==> config.mk <==
export PLATFORM = sky130hd
export DESIGN_NAME = regbank16_16bit
export DESIGN_NICKNAME = d
export VERILOG_FILES = /design/src/rtl/regbank16_16bit.sv
export SDC_FILE = /design/constraint.sdc
export NUM_CORES = 1
export LEC_CHECK = 0
export CAP_MARGIN = 30
export CORE_ASPECT_RATIO = 0.6
export CORE_UTILIZATION = 51
export CTS_CLUSTER_DIAMETER = 40
export CTS_CLUSTER_SIZE = 30
export DETAILED_ROUTE_END_ITERATION = 12
export PLACE_DENSITY_LB_ADDON = 0.25
export SETUP_SLACK_MARGIN = 0.2
export SLEW_MARGIN = 30
export SYNTH_ARGS = -nofsm -noshare
export SYNTH_HDL_FRONTEND = slang
export SYNTH_SLANG_ARGS = --single-unit
==> constraint.sdc <==
create_clock -name CLK -period 3.55 [get_ports CLK]
set_clock_uncertainty 0.05 [all_clocks]
set_input_delay 0.71 -clock CLK [delete_from_list [all_inputs] [get_ports CLK]]
set_output_delay 0.71 -clock CLK [all_outputs]
set_load 0.05 [all_outputs]
==> src/rtl/regbank16_16bit.sv <==
// Sixteen-entry, 16-bit register bank with one-hot write decode, parallel read buses
// and a one-entry-per-cycle clear sweep.
module regbank16_16bit #(
    parameter bit ZERO_R0 = 1'b0
) (
    input  logic        CLK,
    input  logic        RST,
    input  logic        WE,
    input  logic [3:0]  WADDR,
    input  logic [15:0] WDATA,
    input  logic        CLR,
    output logic        BUSY,
    output logic        WERR,
    output logic [15:0] R0,
    output logic [15:0] R1,
    output logic [15:0] R2,
    output logic [15:0] R3,
    output logic [15:0] R4,
    output logic [15:0] R5,
    output logic [15:0] R6,
    output logic [15:0] R7,
    output logic [15:0] R8,
    output logic [15:0] R9,
    output logic [15:0] R10,
    output logic [15:0] R11,
    output logic [15:0] R12,
    output logic [15:0] R13,
    output logic [15:0] R14,
    output logic [15:0] R15
);

    localparam logic ST_IDLE  = 1'b0;
    localparam logic ST_SWEEP = 1'b1;

    logic        state_q, state_d;
    logic [3:0]  ptr_q, ptr_d;
    logic        werr_q, werr_d;
    logic [15:0] mem_q [16];
    logic [15:0] mem_d [16];
    logic [15:0] wen;
    logic        busy;

    assign busy = (state_q == ST_SWEEP);

    // One-hot entry enables; all-zero while sweeping, and entry 0 is never enabled when hardwired.
    generate
        for (genvar gi = 0; gi < 16; gi++) begin : g_dec
            if (ZERO_R0 && gi == 0) begin : g_hold
                assign wen[gi] = 1'b0;
            end else begin : g_en
                assign wen[gi] = WE && !busy && (WADDR == 4'(gi));
            end
        end
    endgenerate

    always_comb begin
        state_d = state_q;
        ptr_d   = ptr_q;
        werr_d  = WE && busy;
        for (int i = 0; i < 16; i++) begin
            mem_d[i] = mem_q[i];
            if (wen[i]) begin
                mem_d[i] = WDATA;
            end else if (busy && ptr_q == 4'(i)) begin
                mem_d[i] = '0;
            end
        end
        case (state_q)
            ST_IDLE: begin
                if (CLR) begin
                    state_d = ST_SWEEP;
                    ptr_d   = '0;
                end
            end
            default: begin
                // Pointer wraps 15 -> 0 on the same edge the sweep finishes.
                ptr_d = ptr_q + 4'd1;
                if (ptr_q == 4'd15) begin
                    state_d = ST_IDLE;
                end
            end
        endcase
    end

    always_ff @(posedge CLK) begin
        if (RST) begin
            state_q <= ST_IDLE;
            ptr_q   <= '0;
            werr_q  <= 1'b0;
            for (int i = 0; i < 16; i++) begin
                mem_q[i] <= '0;
            end
        end else begin
            state_q <= state_d;
            ptr_q   <= ptr_d;
            werr_q  <= werr_d;
            for (int i = 0; i < 16; i++) begin
                mem_q[i] <= mem_d[i];
            end
        end
    end

    assign BUSY = busy;
    assign WERR = werr_q;
    assign R0   = ZERO_R0 ? 16'h0000 : mem_q[0];
    assign R1   = mem_q[1];
    assign R2   = mem_q[2];
    assign R3   = mem_q[3];
    assign R4   = mem_q[4];
    assign R5   = mem_q[5];
    assign R6   = mem_q[6];
    assign R7   = mem_q[7];
    assign R8   = mem_q[8];
    assign R9   = mem_q[9];
    assign R10  = mem_q[10];
    assign R11  = mem_q[11];
    assign R12  = mem_q[12];
    assign R13  = mem_q[13];
    assign R14  = mem_q[14];
    assign R15  = mem_q[15];

endmodule

* Word-level counts from Yosys, hierarchy flattened
Memories as Yosys holds them, arrays and structs flattened.
Index checks and enable logic that the tools add are counted.
** Operators by class
- Add/sub/neg operators :: 1
- Equal/unequal tests :: 30
- Muxes and demuxes :: 56
- Bitwise logic cells :: 16
- Reductions and logical operators :: 38
** Operators by type and width (count)
- two-way mux 16 bit :: 48
- equality test 4 bit (second input constant) :: 16
- logical AND 1 bit :: 34
- equality test 4 x 3 -> 1 bit (second input constant) :: 8
- equality test 4 x 2 -> 1 bit (second input constant) :: 4
- OR 1 bit :: 16
- equality test 4 x 1 -> 1 bit (second input constant) :: 2
- zero test 4 bit :: 2
- two-way mux 4 bit :: 2
- two-way mux 1 bit :: 6
- adder 4 x 1 -> 4 bit (second input constant) :: 1
- nonzero test 2 bit :: 1
- zero test 1 bit :: 1
** Word-level totals
- Register bits after elaboration :: 6
- Memory bits (writable) :: 256
- Bits of input ports :: 24
- Output and inout bits :: 258
- Logic and storage cells :: 145
- Memories :: 1
** Memory list
- mem_q :: words 16, bits a word 16, read ports 16, clocked after memory_dff 0, wr ports 16, line 38 : logic [15:0] mem_q [16];

* Logic depth before layout (Yosys ltp)
Gate-level depths: netlist of run 1.
- Word-level depth :: 5
- Gate-level depth with buffers :: 7
- Gate-level depth less buffers :: 5

* Worst setup path after synthesis of run 1
No wires, ideal clock.
- Kind :: input-to-reg
- Start :: input WADDR[3]
- End :: memory mem_q[3][14], in the netlist mem_q[0][62]
- Library setup time :: 0.116 ns
- Data arrival time :: 1.970 ns
- Required time :: 3.384 ns
- Slack :: 1.415 ns
- Cell stages on the path :: 5
- Path buffers :: 2
- Cell sequence :: or4b_1 or2_1 buf_2 buf_2 a31o_1
** RTL lines
- start, declared :: line 9 : input logic [3:0] WADDR,
- end, declared :: line 38

* Worst setup path after layout of run 1
- Start :: register state_q, in the netlist BUSY
- End :: output BUSY
** RTL lines
- start, declared :: line 35 : logic state_q, state_d;
- start signal, assigned :: line 94 : state_q <= state_d;
- end, declared :: line 12 : output logic BUSY,
No word-level cell between the ends.

==> results_tabular.tex, run 1 <==
\begin{tabular}{lr}
\hline
Metric & Value \\
\hline
\multicolumn{2}{l}{\textbf{Detailed routing}} \\
\quad Antenna Violating Nets Remaining & 0 \\
\quad DRC marker count from the first detailed-route iteration & 824 \\
\quad Wire length per cell & 22.7 um \\
\quad Total number of vias & 9103 \\
\quad Detailed-routing iteration count for the pre-antenna-repair pass & 5 \\
\quad Remaining DRCs & 0 \\
\quad DRT Wirelength & 33300 um \\
\quad Via-to-Cell Ratio & 6.21 \\
\multicolumn{2}{l}{\textbf{Timing}} \\
\quad Measured slew at the worst slew-check pin & 0.682 ns \\
\quad Portion of the clock cycle consumed by the worst path in the final layout & 72.3\% \\
\quad Setup violators final & 0 \\
\quad Sum of negative setup slack & 0 ns \\
\quad Min Hold Slack & 0.409 ns \\
\quad Worst slew margin relative to its limit & 54.6\% \\
\quad Final Max Slew Viols & 0 \\
\quad Setup repair after global routing missed its margin & no \\
\quad Post-route minimum period & 2.57 ns \\
\quad Final Hold Vio Count & 0 \\
\quad Maximum operating frequency & 0.390 GHz \\
\multicolumn{2}{l}{\textbf{Clocking}} \\
\quad Clock latency of the later-clocked register in the worst-skew pair & 0.50 ns \\
\quad Worst-path clk slew & 0.08 ns \\
\quad Post-cts gate resize count & 0 \\
\quad H-tree level count & 1 \\
\quad Clk sink count & 262 \\
\quad Number of buffers added by the clock tree synthesis step & 20 \\
\quad CTS tree & yes \\
\quad Buffers from clock root to sink, at most & 3 \\
\quad Number of buffers added for setup after CTS & 0 \\
\quad Hold buffer count at cts & 0 \\
\quad Cell at the root of the clock tree & sky130\_fd\_sc\_hd\_\_clkbuf\_16 \\
\multicolumn{2}{l}{\textbf{Global routing}} \\
\quad Antenna violations before repair & 0 \\
\quad First-pass GRT wire length & 49600 um \\
\quad Overflow left after global routing & 0 \\
\quad Overall Global Routing Usage & 32.5\% \\
\quad Via count of the first global-routing pass & 8323 \\
\quad Largest net degree at the start of global routing & 42 \\
\multicolumn{2}{l}{\textbf{Synthesis}} \\
\quad Synthesized netlist net count & 1018 \\
\quad Cell area after synthesis & 9840 um\^{}2 \\
\quad Prevailing post-synth register cell & sky130\_fd\_sc\_hd\_\_dfxtp\_1 \\
\quad Leading area contributor after synthesis & sky130\_fd\_sc\_hd\_\_dfxtp\_1 \\
\quad Top cell type's share of synthesized area & 53.3\% \\
\quad Share of async-settable or async-resettable flops after synthesis & 0\% \\
\quad Leading cell types by total area after synthesis & sky130\_fd\_sc\_hd\_\_dfxtp\_1 (53\%), sky130\_fd\_sc\_hd\_\_a31o\_1 (17\%), sky130\_fd\_sc\_hd\_\_nor3\_1 (9.8\%) \\
\quad Distinct cell type count of the synthesized netlist & 28 \\
\quad Post-synth EDFFs & 0 \\
\quad Number of synthesis warnings & 0 \\
\quad Register bit count reported by yosys & 262 \\
\quad Syn Area/Cell & 9.94 um\^{}2 \\
\quad Gate count after technology mapping & 990 \\
\quad Register area share after synthesis & 53.3\% \\
\multicolumn{2}{l}{\textbf{Worst setup path}} \\
\quad Crit path capture type & primary output \\
\quad Startpoint kind of the worst setup timing path & flop \\
\quad Type of the worst setup path & reg -> out \\
\quad Highest cell delay on the worst timing path & 0.85 ns \\
\quad Buffering stage count on the worst path with inverters included & 1 \\
\quad Maximum fanout along the worst path & 7 \\
\quad Critical path data arrival time & 1.81 ns \\
\quad Crit path required time & 2.79 ns \\
\quad Critical-path top delay cell & sky130\_fd\_sc\_hd\_\_clkdlybuf4s50\_1 \\
\quad Cell-by-cell listing of the critical path & clkdlybuf4s50\_1 \\
\quad Largest delay share family, worst path & buffers and inverters \\
\multicolumn{2}{l}{\textbf{Layout}} \\
\quad Commonest non-fill, non-tap cells in the layout & sky130\_fd\_sc\_hd\_\_clkdlybuf4s50\_1 (281), sky130\_fd\_sc\_hd\_\_dfxtp\_1 (262), sky130\_fd\_sc\_hd\_\_nor3\_1 (193), sky130\_fd\_sc\_hd\_\_a31o\_1 (192), sky130\_fd\_sc\_hd\_\_buf\_4 (51) \\
\quad Fin nets & 1241 \\
\quad Fillcell total & 1321 \\
\quad Fraction of layout instances using a drive strength above 1 & 8.15\% \\
\quad Most common cell after layout, fill and taps aside & sky130\_fd\_sc\_hd\_\_clkdlybuf4s50\_1 \\
\quad Antenna cell count & 0 \\
\quad Area taken by multi-input logic gates & 4090 um\^{}2 \\
\quad Area growth from synthesis to final layout & 38.5\% \\
\quad Sequential cell area & 5250 um\^{}2 \\
\multicolumn{2}{l}{\textbf{Floorplan}} \\
\quad Core ar. & 18400 um\^{}2 \\
\quad Effective utilization at floorplan & 53.3\% \\
\quad Number of rows in the core area & 38 \\
\quad Die outline width & 181 um \\
\quad DIE HEIGHT & 110 um \\
\quad I/O pin cnt & 282 \\
\quad Full die area & 19900 um\^{}2 \\
\multicolumn{2}{l}{\textbf{Power and ir drop}} \\
\quad Switching pwr & 1.62 mW \\
\quad Sequential group share of total power & 49.8\% \\
\quad Sw frac & 27.0\% \\
\quad Power per cell area & 441 nW/um\^{}2 \\
\quad Peak VDD IR & 0.283 mV \\
\quad Clock share of power & 41.3\% \\
\quad Logic pwr share & 8.9\% \\
\quad Internal Dissipation & 4.38 mW \\
\quad Lkg Pwr & 4.63 nW \\
\multicolumn{2}{l}{\textbf{Place}} \\
\quad Number of port buffers & 281 \\
\quad Routability congestion estimate from global placement & 0.828 \\
\quad HPWL after detailed placement & 21800 um \\
\multicolumn{2}{l}{\textbf{Hold path}} \\
\quad Min-Delay Path Class & reg -> reg \\
\multicolumn{2}{l}{\textbf{Run status}} \\
\quad Status & finished clean \\
\multicolumn{2}{l}{\textbf{Job}} \\
\quad Max Cap Violations & 0 \\
\hline
\end{tabular}
-- registers in the layout (all words and copies together), names as in the netlist --
| register | count |
|---|---|
| BUSY | 1 |
| WERR | 1 |
| ptr_q | 4 |
| mem_q | 256 |
-- kinds of logic after synthesis --
kind of cell / count (synthesis) / synth area share, %
adders and majority gates: 4 / 0.509
buffers and inverters: 136 / 5.55
DFF: 262 / 53.3
AOI/OAI and AO/OA: 247 / 20.7
muxes: 49 / 4.99
and+or+nand+nor: 292 / 14.9
-- metal layers --
metal  global-route usage, %  vias to the layer above  part of all wire (%)
met4                    8.78                        0                   2.3
met3                    7.39                       70                   9.8
met1                    45.6                     4451                    44
met5                       0                        -                     0
li1                        -                     4091                     -
met2                    50.5                      491                    44
-- layout make-up --
type	instances	area share, %
inverter	3	0.0827
timing repair buffer	334	23.8
sequential	262	38.5
tap	240	2.21
clock inverter	13	1.40
clock buffer	23	3.99
multi-input combinational	592	30.1
-- final timing paths --
path | to | slack, ns | start | cells past startpoint
worst min-delay path | mem_q[1][106] | 0.41 | mem_q[1][106] | 2
worst min register to register | mem_q[1][106] | 0.41 | mem_q[1][106] | 2
worst max-delay path | BUSY | 0.98 | BUSY | 1
worst max register to register | mem_q[0][14] | 1.30 | BUSY | 3
-- Yosys cell counts, types with 4 or more instances --
cell	n
sky130_fd_sc_hd__a21oi_1	4
sky130_fd_sc_hd__a31o_1	192
sky130_fd_sc_hd__a31oi_1	12
sky130_fd_sc_hd__a41oi_1	4
sky130_fd_sc_hd__buf_1	10
sky130_fd_sc_hd__buf_2	19
sky130_fd_sc_hd__clkbuf_1	101
sky130_fd_sc_hd__dfxtp_1	262
sky130_fd_sc_hd__ha_1	4
sky130_fd_sc_hd__mux2i_1	49
sky130_fd_sc_hd__nand2_1	50
sky130_fd_sc_hd__nand2b_1	18
sky130_fd_sc_hd__nor2_1	5
sky130_fd_sc_hd__nor3_1	193
sky130_fd_sc_hd__o211ai_1	16
sky130_fd_sc_hd__o21ai_1	17
sky130_fd_sc_hd__or2_1	14
-- through the flow --
stage	std cells	instance area (um^2)	total power [mW]	util, %	setup WS (ns)
global route	1467	13600	6.17	73.8	0.931
CTS	1467	13600	6.01	73.8	0.977
detailed placement	1431	12900	3.58	69.8	0.489
global placement	1431	12900	3.57	69.8	0.537
floorplan	990	9840	3.36	-	1.41
finish	1467	13600	6.00	73.8	0.984
-- power by group through the flow --
stage	Sequential, mW	Clock, mW	Combinational (mW)
after CTS	2.99	2.49	0.526
final	2.99	2.48	0.533
after global placement	3.06	0	0.518
after detailed placement	3.06	0	0.524
after global routing	2.99	2.62	0.552
after floorplan	3.15	0	0.207
Note: power is estimated with default switching activity, not from simulation.
==> run 2, diff against run 1 <==
--- a/config.mk
+++ b/config.mk
@@ -7,7 +7,7 @@
 export LEC_CHECK = 0
 export CAP_MARGIN = 30
 export CORE_ASPECT_RATIO = 0.6
-export CORE_UTILIZATION = 51
+export CORE_UTILIZATION = 48
 export CTS_CLUSTER_DIAMETER = 40
 export CTS_CLUSTER_SIZE = 30
 export DETAILED_ROUTE_END_ITERATION = 12
==> constraint.sdc (replaced) <==
create_clock -name CLK -period 2.5 [get_ports CLK]
set_clock_uncertainty 0.05 [all_clocks]
set_input_delay 0.5 -clock CLK [delete_from_list [all_inputs] [get_ports CLK]]
set_output_delay 0.5 -clock CLK [all_outputs]
set_load 0.05 [all_outputs]
==> run 2 against run 1 <==
  * Routed wire length is 0.19% higher
  * Combinational power is 49% higher
  * Die area is 6.2% higher
  * Via count is 1.1% lower
  * Critical path type unchanged
  * Critical endpoint is now R11[3]
==> results_tabular.tex, run 2 (synthesized netlist as in run 1, its figures left out) <==
\begin{tabular}{lr}
\hline
Metric & Value \\
\hline
\multicolumn{2}{l}{\textbf{Timing}} \\
\quad Setup repair after global routing missed its margin & no \\
\quad Setup violators final & 0 (unchanged) \\
\quad Portion of the clock cycle consumed by the worst path in the final layout & 91.4\% \\
\quad Maximum operating frequency & 0.438 GHz \\
\quad Measured slew at the worst slew-check pin & 0.919 ns (+0.237 ns) \\
\quad Post-layout worst setup margin & 0.216 ns (-0.768 ns) \\
\quad Final Max Slew Viols & 0 (unchanged) \\
\quad Worst slew margin relative to its limit & 38.5\% (-16 points) \\
\quad Post-route minimum period & 2.28 ns \\
\quad Final Hold Vio Count & 0 (unchanged) \\
\quad Sum of negative setup slack & 0 ns (unchanged) \\
\multicolumn{2}{l}{\textbf{Clocking}} \\
\quad Post-cts gate resize count & 3 (+3) \\
\quad Buffers from clock root to sink, at most & 3 (unchanged) \\
\quad Clk sink count & 262 (unchanged) \\
\quad Clock latency of the later-clocked register in the worst-skew pair & 0.52 ns (+0.02 ns) \\
\quad CTS tree & yes \\
\quad H-tree level count & 1 (unchanged) \\
\quad Worst-path clk slew & 0.07 ns (about the same) \\
\quad Number of buffers added for setup after CTS & 0 (unchanged) \\
\quad Hold buffer count at cts & 0 (unchanged) \\
\quad Cell at the root of the clock tree & sky130\_fd\_sc\_hd\_\_clkbuf\_16 \\
\quad Number of buffers added by the clock tree synthesis step & 21 (+5.0\%) \\
\multicolumn{2}{l}{\textbf{Power and ir drop}} \\
\quad Peak VDD IR & 0.426 mV (+51\%) \\
\quad Internal Dissipation & 6.54 mW (+49\%) \\
\quad Sw frac & 26.2\% (-0.80 points) \\
\quad Lkg Pwr & 5.45 nW (+18\%) \\
\quad Logic pwr share & 9.0\% (about the same) \\
\quad Power per cell area & 629 nW/um\^{}2 (+43\%) \\
\quad Switching pwr & 2.32 mW (+43\%) \\
\quad Total power after layout & 8.87 mW (+48\%) \\
\quad Clock share of power & 43.2\% (+1.9 points) \\
\quad Sequential group share of total power & 47.9\% (-1.9 points) \\
\multicolumn{2}{l}{\textbf{Layout}} \\
\quad Flip-flop count of the largest register, all copies and words added & 256 (unchanged) \\
\quad Most common cell after layout, fill and taps aside & sky130\_fd\_sc\_hd\_\_dfxtp\_1 \\
\quad Area growth from synthesis to final layout & 43.4\% \\
\quad Largest registers & mem\_q (256), ptr\_q (4) \\
\quad Antenna cell count & 0 (unchanged) \\
\quad Register ranked first by flip-flop count & mem\_q \\
\quad Fin nets & 1260 (+1.5\%) \\
\quad Fraction of layout instances using a drive strength above 1 & 10.1\% (+2.0 points) \\
\quad Commonest non-fill, non-tap cells in the layout & sky130\_fd\_sc\_hd\_\_dfxtp\_1 (262), sky130\_fd\_sc\_hd\_\_clkdlybuf4s50\_1 (242), sky130\_fd\_sc\_hd\_\_nor3\_1 (193), sky130\_fd\_sc\_hd\_\_a31o\_1 (192), sky130\_fd\_sc\_hd\_\_buf\_4 (59) \\
\multicolumn{2}{l}{\textbf{Global routing}} \\
\quad First-pass GRT wire length & 50900 um (+2.6\%) \\
\quad Largest net degree at the start of global routing & 42 (unchanged) \\
\quad Overall Global Routing Usage & 31.0\% (-1.5 points) \\
\quad Overflow left after global routing & 0 (unchanged) \\
\quad Via count of the first global-routing pass & 8466 (+1.7\%) \\
\quad Antenna violations before repair & 2 (+2) \\
\multicolumn{2}{l}{\textbf{Floorplan}} \\
\quad Number of rows in the core area & 40 (+5.3\%) \\
\quad I/O pin cnt & 282 (unchanged) \\
\quad Die outline width & 187 um (+3.0\%) \\
\quad Effective utilization at floorplan & 49.1\% (-4.2 points) \\
\quad Full die area & 21100 um\^{}2 (+6.2\%) \\
\quad DIE HEIGHT & 113 um (+3.0\%) \\
\quad Core ar. & 20000 um\^{}2 (+8.5\%) \\
\multicolumn{2}{l}{\textbf{Worst setup path}} \\
\quad Largest delay share family, worst path & buffers and inverters \\
\quad Crit path required time & 1.95 ns (-0.84 ns) \\
\quad Worst R2R Start & BUSY \\
\quad Startpoint kind of the worst setup timing path & flop \\
\quad Buffering stage count on the worst path with inverters included & 1 (unchanged) \\
\quad Highest cell delay on the worst timing path & 0.86 ns (about the same) \\
\quad Critical-path top delay cell & sky130\_fd\_sc\_hd\_\_clkdlybuf4s50\_1 \\
\quad Flop2flop setup slack & 0.36 ns (-0.94 ns) \\
\quad Endpoint of the worst setup timing path & R11[3] \\
\quad Cell depth of the worst setup path & 1 (unchanged) \\
\quad Endpoint of the most critical register-to-register path & mem\_q[0][58] \\
\quad Cell-by-cell listing of the critical path & clkdlybuf4s50\_1 \\
\quad Crit path capture type & primary output \\
\quad Maximum fanout along the worst path & 2 (-5) \\
\quad Start point of the critical path & mem\_q[1][51] \\
\quad Critical path data arrival time & 1.73 ns (-0.08 ns) \\
\quad Path depth of the worst reg2reg path & 4 (+1) \\
\quad Type of the worst setup path & reg -> out \\
\multicolumn{2}{l}{\textbf{Place}} \\
\quad Post-placement worst setup slack & -0.198 ns (-0.687 ns) \\
\quad Routability congestion estimate from global placement & 0.809 (-2.2\%) \\
\quad Number of port buffers & 281 (unchanged) \\
\quad HPWL after detailed placement & 22800 um (+4.7\%) \\
\multicolumn{2}{l}{\textbf{Run status}} \\
\quad Status & finished clean \\
\multicolumn{2}{l}{\textbf{Detailed routing}} \\
\quad Remaining DRCs & 0 (unchanged) \\
\quad Detailed-routing iteration count for the pre-antenna-repair pass & 5 (unchanged) \\
\quad Antenna Violating Nets Remaining & 0 (unchanged) \\
\quad DRT Wirelength & 33300 um (+0.19\%) \\
\quad Wire length per cell & 21.9 um (-3.3\%) \\
\quad Total number of vias & 9001 (-1.1\%) \\
\quad Via-to-Cell Ratio & 5.92 (-4.6\%) \\
\quad DRC marker count from the first detailed-route iteration & 866 (+5.1\%) \\
\multicolumn{2}{l}{\textbf{Job}} \\
\quad Max Cap Violations & 0 (unchanged) \\
\multicolumn{2}{l}{\textbf{Hold path}} \\
\quad Min-Delay Path Class & reg -> reg \\
\hline
\end{tabular}
-- run 2: cell types whose count changed in the layout (fill, tap and decap cells not counted), sizes merged, moves of 2 or more --
cell,previous run,this run
clkinv,5,3
clkinvlp,0,2
dlygate4sd2,0,3
clkdlybuf4s50,281,242
buf,53,72
dlymetal6s2s,0,35
bufinv,1,4
-- run 2: worst min-delay path by stage --
stage                   from            end  slack (ns)  cells after the start
2_1_floorplan       ptr_q[0]       ptr_q[0]        0.51                      2
3_3_place_gp   mem_q[1][118]  mem_q[1][118]        0.39                      2
4_1_cts         mem_q[1][85]   mem_q[1][85]        0.41                      2
5_1_grt        mem_q[1][104]  mem_q[1][104]        0.43                      2
3_5_place_dp    mem_q[1][96]   mem_q[1][96]        0.40                      2
6_report        mem_q[1][85]   mem_q[1][85]        0.41                      2
-- run 2: through the flow --
step | util (%) | area [um^2] | std cells | hold WS (ns)
after global routing | 70.5 | 14100 | 1520 | 0.430
after global placement | 66.1 | 13200 | 1482 | 0.393
after detailed placement | 66.1 | 13200 | 1482 | 0.399
after CTS | 70.0 | 14000 | 1520 | 0.410
final | 70.5 | 14100 | 1520 | 0.408
after floorplan | - | 9840 | 990 | 0.510
-- run 2: final cells by class --
| type | count | area, um^2 |
|---|---|---|
| fill | 1531 | 5920 |
| inverter | 3 | 11.3 |
| clock inverter | 16 | 258 |
| multi-input combinational | 592 | 4120 |
| timing repair buffer | 352 | 3590 |
| sequential | 262 | 5250 |
| tap | 273 | 342 |
| clock buffer | 22 | 539 |
-- run 2: power by group through the flow --
stage	combinational [mW]	clock [mW]	sequential (mW)
after CTS	0.788	3.86	4.24
after global placement	0.780	0	4.34
after floorplan	0.294	0	4.48
final	0.796	3.83	4.24
after global routing	0.830	4.04	4.25
after detailed placement	0.786	0	4.34
-- run 2: layer usage --
layer  routed length, um  up-vias  track usage [%]
li1                    -     4126                -
met5                  27        -                0
met1               15300     4412             45.1
met2               14400      405             46.2
met4                 637        4             7.43
met3                3030       54             7.10
==> run 3, diff against run 2 <==
--- a/config.mk
+++ b/config.mk
@@ -7,10 +7,12 @@
 export LEC_CHECK = 0
 export CAP_MARGIN = 30
 export CORE_ASPECT_RATIO = 0.6
-export CORE_UTILIZATION = 48
+export CORE_UTILIZATION = 49
+export CTS_BUF_LIST = sky130_fd_sc_hd__clkbuf_4 sky130_fd_sc_hd__clkbuf_8
 export CTS_CLUSTER_DIAMETER = 40
 export CTS_CLUSTER_SIZE = 30
 export DETAILED_ROUTE_END_ITERATION = 12
+export GPL_TIMING_DRIVEN = 0
 export PLACE_DENSITY_LB_ADDON = 0.25
 export SETUP_SLACK_MARGIN = 0.2
 export SLEW_MARGIN = 30
==> run 3 against run 2 <==
  * First-iteration DRC count grew 0.58%
  * Cell count grew 3.9%
  * Non-clock buffer count grew 61
  * Highest routed layer is now met4
==> results_tabular.tex, run 3 (synthesized netlist as in run 1, its figures left out) <==
\begin{tabular}{lr}
\hline
Metric & Value \\
\hline
\multicolumn{2}{l}{\textbf{Run status}} \\
\quad Status & finished clean \\
\multicolumn{2}{l}{\textbf{Clocking}} \\
\quad Clock latency of the later-clocked register in the worst-skew pair & 0.57 ns (+0.05 ns) \\
\quad Worst-path clk slew & 0.12 ns (+0.05 ns) \\
\quad CTS tree & yes \\
\quad Number of buffers added by the clock tree synthesis step & 23 (+9.5\%) \\
\quad Clk sink count & 262 (unchanged) \\
\quad Number of buffers added for setup after CTS & 0 (unchanged) \\
\quad Cell at the root of the clock tree & sky130\_fd\_sc\_hd\_\_clkbuf\_8 \\
\quad Buffers from clock root to sink, at most & 3 (unchanged) \\
\quad H-tree level count & 1 (unchanged) \\
\multicolumn{2}{l}{\textbf{Detailed routing}} \\
\quad Detailed-routing iteration count for the pre-antenna-repair pass & 7 (+2) \\
\quad Remaining DRCs & 0 (unchanged) \\
\quad Antenna Violating Nets Remaining & 0 (unchanged) \\
\quad Total number of vias & 9406 (+4.5\%) \\
\quad DRT Wirelength & 35200 um (+5.5\%) \\
\quad DRC marker count from the first detailed-route iteration & 871 (+0.58\%) \\
\quad Wire length per cell & 22.3 um (+1.6\%) \\
\quad Via-to-Cell Ratio & 5.96 (+0.59\%) \\
\multicolumn{2}{l}{\textbf{Layout}} \\
\quad Fin nets & 1323 (+5.0\%) \\
\quad Register ranked first by flip-flop count & mem\_q \\
\quad Post-Layout Cell Count & 1579 (+3.9\%) \\
\quad Largest registers & mem\_q (256), ptr\_q (4) \\
\quad Area growth from synthesis to final layout & 39.4\% \\
\quad Flip-flop count of the largest register, all copies and words added & 256 (unchanged) \\
\quad Most common cell after layout, fill and taps aside & sky130\_fd\_sc\_hd\_\_dfxtp\_1 \\
\quad Fraction of layout instances using a drive strength above 1 & 7.25\% (-2.9 points) \\
\quad Commonest non-fill, non-tap cells in the layout & sky130\_fd\_sc\_hd\_\_dfxtp\_1 (262), sky130\_fd\_sc\_hd\_\_nor3\_1 (193), sky130\_fd\_sc\_hd\_\_a31o\_1 (192), sky130\_fd\_sc\_hd\_\_dlygate4sd2\_1 (133), sky130\_fd\_sc\_hd\_\_dlymetal6s2s\_1 (107) \\
\multicolumn{2}{l}{\textbf{Floorplan}} \\
\quad Full die area & 20700 um\^{}2 (-2.0\%) \\
\quad Core ar. & 19300 um\^{}2 (-3.5\%) \\
\quad Effective utilization at floorplan & 50.9\% (+1.8 points) \\
\quad Die outline width & 185 um (-1.0\%) \\
\quad Number of rows in the core area & 39 (-2.5\%) \\
\quad DIE HEIGHT & 112 um (-1.0\%) \\
\quad I/O pin cnt & 282 (unchanged) \\
\multicolumn{2}{l}{\textbf{Global routing}} \\
\quad First-pass GRT wire length & 51700 um (+1.7\%) \\
\quad Via count of the first global-routing pass & 8638 (+2.0\%) \\
\quad Met2 usage in global routing & 47.1\% (+0.82 points) \\
\quad Global Route met1 Usage & 48.8\% (+3.7 points) \\
\quad Overflow left after global routing & 0 (unchanged) \\
\quad Largest net degree at the start of global routing & 24 (-43\%) \\
\quad Antenna violations before repair & 1 (-1) \\
\quad Global-route track usage on met3 & 8.31\% (+1.2 points) \\
\quad Most Used Layer, Global Route & met1 \\
\quad Overall Global Routing Usage & 32.9\% (+1.9 points) \\
\multicolumn{2}{l}{\textbf{Worst setup path}} \\
\quad Crit path capture type & flop \\
\quad Type of the worst setup path & reg -> reg \\
\quad Startpoint kind of the worst setup timing path & flop \\
\quad Critical path data arrival time & 2.87 ns (+1.14 ns) \\
\quad Maximum fanout along the worst path & 10 (+8) \\
\quad Crit path required time & 2.94 ns (+0.99 ns) \\
\multicolumn{2}{l}{\textbf{Place}} \\
\quad HPWL after detailed placement & 25300 um (+11\%) \\
\quad Number of port buffers & 280 (-0.36\%) \\
\quad Placed Cells & 1536 (+3.6\%) \\
\quad Routability congestion estimate from global placement & 0.895 (+11\%) \\
\multicolumn{2}{l}{\textbf{Power and ir drop}} \\
\quad Power per cell area & 574 nW/um\^{}2 (-8.7\%) \\
\quad Peak VDD IR & 0.336 mV (-21\%) \\
\quad Total power after layout & 7.87 mW (-11\%) \\
\quad Lkg Pwr & 7.15 nW (+31\%) \\
\multicolumn{2}{l}{\textbf{Timing}} \\
\quad Final Max Slew Viols & 0 (unchanged) \\
\quad Post-route minimum period & 2.43 ns (+0.147 ns) \\
\quad Measured slew at the worst slew-check pin & 0.951 ns (+0.0322 ns) \\
\quad Maximum operating frequency & 0.411 GHz (-6.0\%) \\
\quad Final Hold Vio Count & 0 (unchanged) \\
\quad Worst slew margin relative to its limit & 36.6\% (-1.9 points) \\
\quad Setup repair after global routing missed its margin & yes \\
\quad Setup violators final & 0 (unchanged) \\
\quad Sum of negative setup slack & 0 ns (unchanged) \\
\quad Portion of the clock cycle consumed by the worst path in the final layout & 97.2\% (+5.9 points) \\
\multicolumn{2}{l}{\textbf{Job}} \\
\quad Max Cap Violations & 0 (unchanged) \\
\multicolumn{2}{l}{\textbf{Hold path}} \\
\quad Min-Delay Path Class & reg -> reg \\
\hline
\end{tabular}
## run 3: power by group
group / internal [mW] / switching (mW)
combinational: 0.182 / 0.569
clock: 1.14 / 1.74
sequential: 4.22 / 0.0267
## run 3: critical path: stages (launching register included)
cell and delay (ns):
sky130_fd_sc_hd__dfxtp_1 0.35, sky130_fd_sc_hd__clkbuf_1 0.38, sky130_fd_sc_hd__nor2_1 0.18, sky130_fd_sc_hd__a31oi_1 0.66, sky130_fd_sc_hd__clkbuf_1 0.50, sky130_fd_sc_hd__a31o_1 0.23
## run 3: per-stage QoR
step	worst slack, ns	hold WS, ns	util [%]	instance area [um^2]
floorplan	0.439	0.510	-	9840
global placement	-0.445	0.392	67.1	13000
detailed placement	-0.472	0.396	67.2	13000
CTS	0.200	0.414	69.2	13400
global route	0.0400	0.429	70.9	13700
finish	0.0694	0.410	71.0	13700
## run 3: final cells by class
class | instances | area, um^2
fillers | 1547 | 5610
flip-flops and latches | 262 | 5250
multi-input cells | 592 | 4100
repair buffers | 280 | 2900
plain buffers | 133 | 559
well taps | 266 | 333
clock buffers | 24 | 330
clock inverters | 17 | 223
inverters | 3 | 11.3
diodes | 2 | 5.00
## run 3: timing repair
| action | 4_1_cts | 5_1_grt |
|---|---|---|
| resized for setup | 138 | 143 |
| hold buffers | 0 | 0 |
| setup endpoints to repair | 177 | 257 |
## run 3: final timing paths
kind                      start       endpoint  slack [ns]  cells after the start
setup / recovery       ptr_q[2]   mem_q[0][10]        0.07                      5
hold / removal    mem_q[1][103]  mem_q[1][103]        0.41                      2
setup reg to reg       ptr_q[2]   mem_q[0][10]        0.07                      5
hold reg to reg   mem_q[1][103]  mem_q[1][103]        0.41                      2
## run 3: per-layer routing
layer  wire [um]  up-vias
met2       14700      548
met4         717        0
met1       15800     4570
li1            -     4240
met5           0        -
met3        4020       48
